<file path="src/rtl/scalar_pc_sequencer.sv">
// Scalar fetch sequencer: one instruction in flight; FETCH->WAIT_MEM->ISSUE->RESOLVE, 4 cycles per instruction with zero waits.
// Backpressure: holds in WAIT_MEM until IMEM_VALID, in ISSUE until INSTR_READY, in RESOLVE until BR_VALID/END_PGM.
module scalar_pc_sequencer #(
  parameter int PC_WIDTH    = 8,
  parameter int INSTR_WIDTH = 32
) (
  input  logic                   clock,
  input  logic                   reset,
  input  logic                   START,
  input  logic [PC_WIDTH-1:0]    START_PC,
  output logic                   IMEM_REQ,
  output logic [PC_WIDTH-1:0]    IMEM_ADDR,
  input  logic                   IMEM_VALID,
  input  logic [INSTR_WIDTH-1:0] IMEM_DATA,
  output logic                   INSTR_VALID,
  output logic [INSTR_WIDTH-1:0] INSTR_OUT,
  output logic [PC_WIDTH-1:0]    INSTR_PC,
  input  logic                   INSTR_READY,
  input  logic                   BR_VALID,
  input  logic                   BR_TAKEN,
  input  logic [PC_WIDTH-1:0]    BR_OFFSET,
  input  logic                   END_PGM,
  output logic                   SET_PC,
  output logic [PC_WIDTH-1:0]    PC_NEXT,
  output logic                   BUSY,
  output logic                   DONE
);

  typedef enum logic [2:0] {
    S_IDLE,
    S_FETCH,
    S_WAIT_MEM,
    S_ISSUE,
    S_RESOLVE,
    S_HALT
  } state_t;

  state_t              state;
  logic [PC_WIDTH-1:0] pc;
  logic [PC_WIDTH-1:0] seq_pc;
  logic [PC_WIDTH-1:0] resolved_pc;

  // Offset is already PC_WIDTH wide, so plain modular addition gives the sign-extended wrap.
  assign seq_pc      = pc + PC_WIDTH'(1);
  assign resolved_pc = seq_pc + (BR_TAKEN ? BR_OFFSET : '0);

  assign IMEM_ADDR = pc;
  assign INSTR_PC  = pc;

  always_ff @(posedge clock) begin
    if (reset) begin
      state       <= S_IDLE;
      pc          <= '0;
      IMEM_REQ    <= 1'b0;
      INSTR_VALID <= 1'b0;
      INSTR_OUT   <= '0;
      SET_PC      <= 1'b0;
      PC_NEXT     <= '0;
      BUSY        <= 1'b0;
      DONE        <= 1'b0;
    end else begin
      IMEM_REQ <= 1'b0;
      SET_PC   <= 1'b0;
      case (state)
        S_IDLE, S_HALT: begin
          if (START) begin
            state    <= S_FETCH;
            pc       <= START_PC;
            PC_NEXT  <= START_PC;
            SET_PC   <= 1'b1;
            IMEM_REQ <= 1'b1;
            BUSY     <= 1'b1;
            DONE     <= 1'b0;
          end
        end
        S_FETCH: begin
          state <= S_WAIT_MEM;
        end
        S_WAIT_MEM: begin
          if (IMEM_VALID) begin
            state       <= S_ISSUE;
            INSTR_OUT   <= IMEM_DATA;
            INSTR_VALID <= 1'b1;
          end
        end
        S_ISSUE: begin
          if (INSTR_READY) begin
            state       <= S_RESOLVE;
            INSTR_VALID <= 1'b0;
          end
        end
        S_RESOLVE: begin
          // End of program wins over a same-cycle branch report.
          if (END_PGM) begin
            state <= S_HALT;
            BUSY  <= 1'b0;
            DONE  <= 1'b1;
          end else if (BR_VALID) begin
            state    <= S_FETCH;
            pc       <= resolved_pc;
            PC_NEXT  <= resolved_pc;
            SET_PC   <= 1'b1;
            IMEM_REQ <= 1'b1;
          end
        end
        default: begin
          state       <= S_IDLE;
          INSTR_VALID <= 1'b0;
          BUSY        <= 1'b0;
          DONE        <= 1'b0;
        end
      endcase
    end
  end

endmodule

</file>
<file path="config.mk">
export PLATFORM = sky130hd
export DESIGN_NAME = scalar_pc_sequencer
export DESIGN_NICKNAME = d
export VERILOG_FILES = /design/src/rtl/scalar_pc_sequencer.sv
export SDC_FILE = /design/constraint.sdc
export NUM_CORES = 1
export LEC_CHECK = 0
export CAP_MARGIN = 15
export CORE_ASPECT_RATIO = 1.4
export CORE_UTILIZATION = 50
export CTS_BUF_LIST = sky130_fd_sc_hd__clkbuf_4
export CTS_CLUSTER_DIAMETER = 120
export DETAILED_ROUTE_END_ITERATION = 10
export DONT_BUFFER_PORTS = 1
export GPL_ROUTABILITY_DRIVEN = 0
export PLACE_DENSITY = 0.74
export SLEW_MARGIN = 20
export SYNTH_ARGS = -nofsm -noshare
export SYNTH_HDL_FRONTEND = slang
export SYNTH_SLANG_ARGS = --single-unit
export TNS_END_PERCENT = 10
</file>
<file path="constraint.sdc">
create_clock -name clock -period 5.34 [get_ports clock]
set_input_delay 0.801 -clock clock [delete_from_list [all_inputs] [get_ports clock]]
set_output_delay 0.801 -clock clock [all_outputs]
set_load 0.01 [all_outputs]
</file>
==> results.py <==
metrics = {
    "job": {
        "cap_violations": 0,
    },
    "cells_and_area": {
        "drive_gt1_share_pct": 5.694,
        "syn_to_final_growth_pct": -3.131,
        "n_antenna_cell": 0,
        "nets": 344,
        "final_common_cell": "nand2_1",
        "layout_common_cells": "nand2_1 (77), dfxtp_1 (47), a21oi_1 (44), nor2_1 (23), nand2b_1 (8)",
        "fin_util_pct": 50.79,
        "nFillCells": 477,
        "fin_area_um2": 2322,
    },
    "global_route": {
        "grt-ovfl-total": 0,
        "grt_use_total_pct": 19.60,
        "grt_pass1_wl_mm": 7.721,
        "grt_pass1_vias": 1831,
        "grt_antenna_before_repair": 0,
        "grt_start_max_net_pins": 48,
    },
    "worst_hold_path": {
        "worstHoldStart": "reset",
        "holdCritPathClass": "in2reg",
        "worstHoldEndpoint": "IMEM_ADDR[4]",
        "holdPathStages": 1,
    },
    "power_and_ir_drop": {
        "ir_worst_vdd_mv": 0.1415,
        "p_leak_uw": 0.0008070,
        "power_density_nw_per_um2": 320.7,
        "power_uw": 744.8,
    },
    "timing": {
        "rsz0062_at_grt": "no",
        "skew_ps": 5.935,
        "max_freq_ghz": 0.4321,
        "tns_ps": 0,
        "hold_viol": 0,
        "min_period_ps": 2314,
        "maxSlewViolCount": 0,
        "setup_violations": 0,
        "fin_crit_sh_pct": 43.34,
        "worst_slew_pin_slew_ps": 1077,
        "maxSlewHeadroom_pct": 28.18,
        "whs_ps": 497.0,
    },
    "floorplan": {
        "start_util_pct": 52.44,
        "io_pins": 117,
        "fp.dieH_um": 83.93,
        "fp.dieW_um": 60.52,
        "dieArea_um2": 5079,
        "rows": 29,
        "core-area_um2": 4572,
    },
    "logic_synthesis": {
        "netlist_instances": 307,
        "syn_avg_cell_area_um2": 7.809,
        "ys_types": 43,
        "synth_seq_area_share_pct": 39.25,
        "synth_nets": 371,
        "synth_ff_type": "dfxtp_1",
        "async_flop_share_pct": 0,
        "netlist_area_um2": 2397,
        "ys_seq_elements": 47,
        "synth-edff-count": 0,
        "yosysWarnings": 0,
    },
    "setup_path": {
        "cp_cell_sequence": "inv_1, ha_1, fa_1, nor2b_1, o31a_1, mux2i_1, a31o_2, a311oi_1",
        "crit_arrival_ps": 2580,
        "critical_path_class": "reg2reg",
        "reg2reg_to": "IMEM_ADDR[6]",
        "path_max_fanout": 5,
        "critPathBufInv": 1,
        "worstPathRequired_ps": 5610,
        "critPathCaptureType": "flip-flop",
        "worstReg2RegStart": "IMEM_ADDR[0]",
        "reg2reg_depth": 8,
        "crit_family": "compound AO/OA/AOI/OAI gates",
        "crit_slowest_cell": "dfxtp_1",
        "r2r_slack_ps": 3030,
        "worst_path_largest_cell_delay_ps": 560,
        "worstSetupStartpointType": "flip-flop",
    },
    "cts": {
        "clkSlewWorstSetupHoldPaths_ps": 140,
        "numCtsBuffers": 5,
        "post_cts.repair.setup_buffers": 0,
        "clk_latency_ps": 350,
        "clock_path_buffers": 2,
        "hold_buffers": 0,
        "cts_root_buf": "clkbuf_4",
        "cts_resized": 0,
        "cts.sinks": 47,
        "cts_tree": "done",
        "h-tree-depth": 2,
    },
    "place": {
        "hpwl_mm": 3.414,
        "placed_area_um2": 2260,
        "portBuffers": 0,
    },
    "detailed_routing": {
        "via_per_inst": 5.545,
        "ant_nets": 0,
        "wl_mm": 4.769,
        "dr.pass1.iters": 4,
        "vias": 1902,
        "dr.first_iter.drc_count": 95,
        "drcViolationCount": 0,
        "routedWlPerCell_um": 13.90,
    },
    "outcome": {
        "status": "completed",
    },
}
synth_stat cells (2+ instances only):
library cell | instances | area, um2
a211oi_1 | 6 | 45.04
a211oi_2 | 2 | 25.02
a21oi_1 | 44 | 220.2
a311oi_1 | 3 | 26.28
and2_1 | 6 | 37.54
buf_1 | 3 | 11.26
buf_2 | 4 | 20.02
buf_4 | 18 | 135.1
buf_6 | 2 | 22.52
clkbuf_1 | 7 | 26.28
dfxtp_1 | 47 | 940.9
ha_1 | 7 | 87.58
inv_1 | 7 | 26.28
mux2i_1 | 3 | 30.03
nand2_1 | 77 | 289.0
nand2b_1 | 8 | 50.05
nand3_1 | 2 | 10.01
nor2_1 | 23 | 86.33
nor2b_1 | 5 | 31.28
o21a_1 | 2 | 15.01
o21ai_0 | 7 | 35.03
o22ai_1 | 2 | 12.51
o31a_1 | 2 | 17.52
report_power, final:
| part | leakage [uW] | switching [uW] | total [uW] | internal [uW] |
|---|---|---|---|---|
| Clock | 0.0000288 | 116 | 166 | 50.8 |
| Combinational | 0.000395 | 81.7 | 144 | 62.5 |
| Sequential | 0.000383 | 55.7 | 434 | 379 |
cells by family (layout without fill, tap and decap cells):
family          count (synthesis)  in the layout  share of synthesized area [%]
buf+inv                        42             16                          10.33
fa+ha+maj                       8              8                          4.488
mux                             3              3                          1.253
compound gates                 79             79                          21.24
simple gates                  126            126                          22.70
xor+xnor                        2              2                         0.7308
flops                          47             47                          39.25
worst max path at each step:
stage | slack, ps | depth (start not counted) | start | endpoint
6_report | 3030 | 8 | IMEM_ADDR[0] | IMEM_ADDR[6]
5_1_grt | 2860 | 4 | state[1] | INSTR_OUT[7]
4_1_cts | 3000 | 8 | IMEM_ADDR[0] | IMEM_ADDR[6]
2_1_floorplan | 3040 | 8 | BR_OFFSET[0] | IMEM_ADDR[6]
3_5_place_dp | 2840 | 8 | BR_OFFSET[0] | IMEM_ADDR[6]
3_3_place_gp | 2950 | 8 | BR_OFFSET[0] | IMEM_ADDR[6]
final cells by class:
type / instances / area, um2 / share of cell area (%)
multi-input combinational: 218 / 1214 / 52.26
clock inverter: 3 / 20.02 / 0.8621
sequential: 47 / 940.9 / 40.52
inverter: 8 / 32.53 / 1.401
clock buffer: 5 / 37.54 / 1.616
tap: 62 / 77.57 / 3.341
stage by stage:
step,setup WS (ps),cells
after global placement,2955,335
after global routing,2861,343
after detailed placement,2841,335
final,3026,343
after floorplan,3040,307
after CTS,3000,343
layer usage:
| layer | GRT usage, % | vias up | routed length [um] |
|---|---|---|---|
| met5 | 0 | - | 0 |
| met2 | 34.67 | 81 | 2452 |
| met1 | 21.44 | 853 | 1818 |
| met3 | 5.891 | 7 | 431 |
| met4 | 6.198 | 0 | 67 |
| li1 | - | 961 | - |
flip-flops by register name, indices dropped and copies added, names as in the netlist:
register and cells:
INSTR_OUT 32, DONE 1, IMEM_ADDR 8, INSTR_VALID 1
state 3, SET_PC 1, BUSY 1
Power figures use the tool's default switching activity.
